===== src/rtl/jstk_paddle_ctrl.sv =====
// PmodJSTK frame -> paddle row: centre calibration, 4-tap Y smoothing, dead zone, per-frame clamped move.
// Optional macro PADDLE_ACCEL_EN doubles the step for deflections beyond 4*DEADZONE.
module jstk_paddle_ctrl #(
  parameter int Y_MIN    = 0,
  parameter int Y_MAX    = 479,
  parameter int PADDLE_H = 64,
  parameter int DEADZONE = 64,
  parameter int SPEED    = 4,
  parameter int RESET_Y  = 208
) (
  input  logic        clk,
  input  logic        clr,
  input  logic        jstk_valid,
  input  logic [39:0] jstk_data,
  input  logic        frame_tick,
  input  logic        enable,
  output logic [9:0]  paddle_y,
  output logic        cal_done,
  output logic        btn_left,
  output logic        btn_right
);

  typedef enum logic {CAL, RUN} state_t;

  localparam logic signed [10:0] DZ_POS = 11'(DEADZONE);
  localparam logic signed [10:0] DZ_NEG = 11'(-DEADZONE);
  localparam logic signed [10:0] Y_LO   = 11'(Y_MIN);
  localparam logic signed [10:0] Y_HI   = 11'(Y_MAX + 1 - PADDLE_H);
  localparam logic signed [10:0] STEP_N = 11'(SPEED);

  state_t       state_reg, state_next;
  logic [2:0]   cal_cnt_reg;
  logic [12:0]  cal_acc_reg;
  logic [9:0]   centre_reg;
  logic [9:0]   tap_reg [4];
  logic [9:0]   tap_in  [4];
  logic [11:0]  sum_reg;
  logic [9:0]   avg_reg;
  logic [9:0]   paddle_y_reg;
  logic         cal_done_reg, btn_left_reg, btn_right_reg;

  logic [9:0]   y_raw;
  logic [12:0]  acc_total;
  logic [9:0]   centre_new;
  logic [11:0]  sum_next;
  logic         cal_last;
  logic signed [10:0] defl, step, pos_sum, paddle_next;

  assign y_raw      = {jstk_data[9:8], jstk_data[23:16]};
  assign acc_total  = cal_acc_reg + {3'b000, y_raw};
  assign centre_new = acc_total[12:3];
  assign sum_next   = sum_reg + {2'b00, y_raw} - {2'b00, tap_reg[3]};

  // Window shift wiring: tap 0 takes the new sample, each later tap its predecessor.
  genvar gi;
  generate
    for (gi = 0; gi < 4; gi++) begin : g_tap
      if (gi == 0) begin : g_head
        assign tap_in[gi] = y_raw;
      end else begin : g_tail
        assign tap_in[gi] = tap_reg[gi-1];
      end
    end
  endgenerate

  always_comb begin
    state_next = state_reg;
    cal_last   = 1'b0;
    if (state_reg == CAL && jstk_valid && cal_cnt_reg == 3'd7) begin
      cal_last   = 1'b1;
      state_next = RUN;
    end
  end

  // Positive deflection (stick up) moves the paddle toward row 0.
  always_comb begin
    defl = $signed({1'b0, avg_reg}) - $signed({1'b0, centre_reg});
    step = '0;
`ifdef PADDLE_ACCEL_EN
    if (defl > (DZ_POS <<< 2))      step = -(STEP_N <<< 1);
    else if (defl > DZ_POS)         step = -STEP_N;
    else if (defl < (DZ_NEG <<< 2)) step = STEP_N <<< 1;
    else if (defl < DZ_NEG)         step = STEP_N;
`else
    if (defl > DZ_POS)              step = -STEP_N;
    else if (defl < DZ_NEG)         step = STEP_N;
`endif
    pos_sum     = $signed({1'b0, paddle_y_reg}) + step;
    paddle_next = pos_sum;
    if (pos_sum < Y_LO)      paddle_next = Y_LO;
    else if (pos_sum > Y_HI) paddle_next = Y_HI;
  end

  always_ff @(posedge clk) begin
    if (clr) begin
      state_reg     <= CAL;
      cal_cnt_reg   <= '0;
      cal_acc_reg   <= '0;
      centre_reg    <= 10'd512;
      sum_reg       <= 12'd2048;
      avg_reg       <= 10'd512;
      paddle_y_reg  <= 10'(RESET_Y);
      cal_done_reg  <= 1'b0;
      btn_left_reg  <= 1'b0;
      btn_right_reg <= 1'b0;
      for (int i = 0; i < 4; i++) tap_reg[i] <= 10'd512;
    end else begin
      state_reg <= state_next;
      if (jstk_valid) begin
        btn_left_reg  <= jstk_data[2];
        btn_right_reg <= jstk_data[1];
      end
      if (state_reg == CAL) begin
        if (jstk_valid) begin
          if (cal_last) begin
            centre_reg   <= centre_new;
            avg_reg      <= centre_new;
            sum_reg      <= {centre_new, 2'b00};
            cal_done_reg <= 1'b1;
            cal_cnt_reg  <= '0;
            cal_acc_reg  <= '0;
            for (int i = 0; i < 4; i++) tap_reg[i] <= centre_new;
          end else begin
            cal_acc_reg <= acc_total;
            cal_cnt_reg <= cal_cnt_reg + 3'd1;
          end
        end
      end else begin
        // Movement reads avg_reg before this edge's sample lands.
        if (frame_tick && enable) paddle_y_reg <= paddle_next[9:0];
        if (jstk_valid) begin
          sum_reg <= sum_next;
          avg_reg <= sum_next[11:2];
          for (int i = 0; i < 4; i++) tap_reg[i] <= tap_in[i];
        end
      end
    end
  end

  assign paddle_y  = paddle_y_reg;
  assign cal_done  = cal_done_reg;
  assign btn_left  = btn_left_reg;
  assign btn_right = btn_right_reg;

endmodule


===== config.mk =====
export PLATFORM = sky130hd
export DESIGN_NAME = jstk_paddle_ctrl
export DESIGN_NICKNAME = d
export VERILOG_FILES = /design/src/rtl/jstk_paddle_ctrl.sv
export SDC_FILE = /design/constraint.sdc
export NUM_CORES = 1
export LEC_CHECK = 0
export ABC_AREA = 1
export BUFFER_PORTS_ARGS = -buffer_cell sky130_fd_sc_hd__buf_2
export CAP_MARGIN = 5
export CORE_MARGIN = 10
export CORE_UTILIZATION = 60
export DETAILED_ROUTE_END_ITERATION = 8
export PLACE_DENSITY = 0.88
export SKIP_LAST_GASP = 1
export SYNTH_ARGS = -nofsm -noshare
export SYNTH_HDL_FRONTEND = slang
export SYNTH_SLANG_ARGS = --single-unit

===== constraint.sdc =====
create_clock -name clk -period 10.3 [get_ports clk]
set_input_delay 2.06 -clock clk [delete_from_list [all_inputs] [get_ports clk]]
set_output_delay 2.06 -clock clk [all_outputs]
set_load 0.05 [all_outputs]

==> summary.md <==
| Metric | Value |
|---|---|
| Routed Antenna Nets | `0` |
| Clock skew | `0.0113 ns` |
| Yosys warns | `0` |
| Post-layout util | `66.0%` |
| Total clock sinks | `90` |
| Final Hold Viols | `0` |
| Die Ht | `117 um` |
| Root Driver | `clkbuf_8` |
| Commonest non-fill, non-tap cell in the layout | `nand2_1` |
| Final Max Slew Viols | `0` |
| Wire per inst | `15.3 um` |
| Peak supply drop | `0.108 mV` |
| Avg Inst Size Synth | `7.80 um2` |
| Row cnt | `35` |
| Max Used Layer | `met4` |
| Largest net degree at the start of global routing | `34` |
| Sequential share of the synthesized area | `38.7%` |
| Total congestion overflow | `0` |
| P&R area growth vs syn | `7.12%` |
| Top Family by Delay on Critical Path | `buffers and inverters` |
| Fin crit period | `4.28 ns` |
| Port Buffer Count | `27` |
| DRC Markers | `0` |
| CP required | `10.13 ns` |
| Routability cong. | `0.922` |
| Ant. Diodes | `0` |
| CP Data Arrival Time | `4.11 ns` |
| Met3 WL post-DR | `786 um` |
| First-pass DRT Iterations | `6` |
| CP endpoint kind | `flip-flop` |
| Die width | `117 um` |
| Switch share | `30.6%` |
| Fmax | `234 MHz` |
| Clk Latency, worst-skew pair | `about 0.36 ns` |
| WL final | `13.6 mm` |
| Placed cells | `873` |
| Layout net count | `~860` |
| CTS tree | `yes` |
| #FFs+latches synth | `90` |
| CTS Hold Bufs | `0` |
| Post-CTS Resized | `0` |
| Post-DP HPWL | `10.5 mm` |
| Pwr per Cell Area | `123 mW/mm2` |
| Yosys cell types | `42` |
| LEAKAGE | `2.98 nW` |
| Starting DRT DRC Count | `453` |
| Commonest cells after routing, fill and taps aside | `204 x nand2_1, 102 x inv_1, 58 x a21oi_1` |
| Io pins | `58` |
| Worst path cell trace | `buf_2 -> nor3_4 -> buf_4 -> inv_1 -> nand3_1` |
| Vias in the first global route | `4,792` |
| Fillers | `roughly 730` |
| # setup viols final | `0` |
| Status | `finished clean` |
| Max-cap violations | `0` |
| Setup TNS | `0 ns` |
| First-pass GRT wire length | `between 20 and 25 mm` |
| Reg-to-Reg Start | `sum_reg[2]` |
| CP Launch Type | `input port` |
| Buf/Inv on CP | `3` |
| Final Power | `0.000752 W` |
| Max Root-Sink Buffers | `2` |
| Delay of the slowest critical-path stage | `0.80 ns` |
| Worst-Margin Slew | `between 1 and 1.5 ns` |
| Pint | `0.000521 W` |
| Post-CTS setup buffer count | `0` |
| Max FFs per register | `40` |
| Vias | `between 4,000 and 5,000` |
| Worst Path Max Fanout | `33` |
| Slew HR | `32.5%` |
| Net Switching | `about 0.00023 W` |
| Cts bufs inserted | `9` |
| RSZ-0062 raised after global routing | `no` |
| GRT Total Usage | `a little under a fifth` |
| H-tree depth | `3` |
| Hold Startpoint | `cal_done` |
| Metal-1 WL | `5.89 mm` |
| Hold Path Class | `flip-flop to flip-flop` |
| Via/cell ratio | `5.60` |
| Initial Util | `approximately 62%` |
| Core area | `0.00924 mm2` |
| Slowest library cell on the worst path | `nand3_1` |
| DIE AREA | `0.0138 mm2` |
| Clock slew at reported path FFs | `0.08 ns` |
| Share of layout cells above drive strength 1 | `around 8.7%` |
| Fin crit share | `~42%` |
| Part of the power in registers | `51.8%` |
| Mapped Cells | `730` |
| Initial antenna violation count | `0` |
| Met2 Routed Length | `6.65 mm` |
| Setup CP Type | `input port to flip-flop` |
| Combinational power share | `roughly a fifth` |
| Setup crit start | `clr` |
| Non-Filler Instances | `889` |
| Clock power frac | `28.9%` |
| Post-Syn Area | `0.00570 mm2` |
## worst register-to-register path: stages, from the launching register on
cell and delay [ns]:
dfxtp_1 0.32, inv_1 0.12, ha_1 0.17, inv_1 0.09, fa_1 0.46, nand3_1 0.13
nand3_1 0.11, nand2_1 0.08, nand2_1 0.08, nand2_1 0.07, nand2_1 0.07, a2111oi_0 0.40
o21ai_0 0.15, ha_1 0.25, inv_1 0.08, fa_1 0.23, inv_1 0.05, nand2_1 0.06
o211ai_1 0.13, nand2_1 0.09, nand2_1 0.06, a21oi_1 0.30, inv_1 0.07, nand3_1 0.14
nand2_2 0.12, o21ai_0 0.12, o21ai_1 0.09
## final cells by class
| type | instances | area (um2) | share of cell area [%] |
|---|---|---|---|
| multi-input combinational | 518 | 3020 | 49.4 |
| sequential | 90 | 2200 | 36.1 |
| inverter | 107 | 402 | 6.58 |
| clock buffer | 11 | 131 | 2.15 |
| timing repair buffer | 29 | 150 | 2.46 |
| tap | 129 | 161 | 2.65 |
| clock inverter | 5 | 38.8 | 0.636 |
## layer usage
layer  vias up  global-route usage [%]
li1       2442                       -
met1      2346                    23.7
met2       164                    32.4
met3        30                    3.45
met4         0                    6.81
met5         -                       0
## power by group through the flow
stage                     clock network, W  logic, W  registers, W
after floorplan                          0  0.000104      0.000398
after global placement                   0  0.000134      0.000397
after detailed placement                 0  0.000140      0.000398
after CTS                         0.000219  0.000142      0.000389
after global routing              0.000235  0.000162      0.000391
final                             0.000217  0.000145      0.000390
## worst paths after layout
kind	endpoint	slack, ns	depth (start not counted)
min reg2reg	cal_done	0.47	2
max	tap_reg[0][8]	6.02	5
min	cal_done	0.47	2
max reg2reg	paddle_y[7]	6.12	26
## through the flow
| step | worst slack, ns | area (um2) | hold slack, ns |
|---|---|---|---|
| 2_1_floorplan | 6.19 | 5700 | 0.447 |
| 3_3_place_gp | 5.72 | 5930 | 0.435 |
| 3_5_place_dp | 5.66 | 5930 | 0.457 |
| 4_1_cts | 6.05 | 6100 | 0.479 |
| 5_1_grt | 5.72 | 6100 | 0.493 |
| 6_report | 6.02 | 6100 | 0.473 |
## cell usage after synthesis (all sizes together)
cell	n	area, um2
a21oi	60	308
inv	105	394
nand4	10	68.8
ha	42	526
buf	5	35.0
nor2	41	166
edfxtp	40	1200
a21boi	1	7.51
nand3	47	235
fa	13	260
or2	5	31.3
o31ai	1	21.3
xnor2	13	114
o21ai	41	209
a31oi	3	18.8
clkinv	2	7.51
o21bai	4	30.0
nor3	2	15.0
dfxtp	50	1000
o2111ai	2	17.5
a2111oi	1	8.76
clkbuf	11	51.3
a32o	2	20.0
xor2	6	52.6
o211ai	9	67.6
nand2	210	803
nor3b	1	7.51
a21o	2	15.0
conb	1	3.75
## logic make-up (layout without fill, tap and decap cells)
kind of cell | Yosys count | after routing | share of synthesized area, %
other | 1 | 2 | 0.0658
xor gates and xnor gates | 19 | 19 | 2.92
AOI/OAI and AO/OA | 126 | 126 | 12.7
DFF | 90 | 90 | 38.7
and+or+nand+nor | 316 | 316 | 23.3
adders and majority gates | 55 | 55 | 13.8
buffers and inverters | 123 | 152 | 8.57
(Power assumes the default switching activity.)
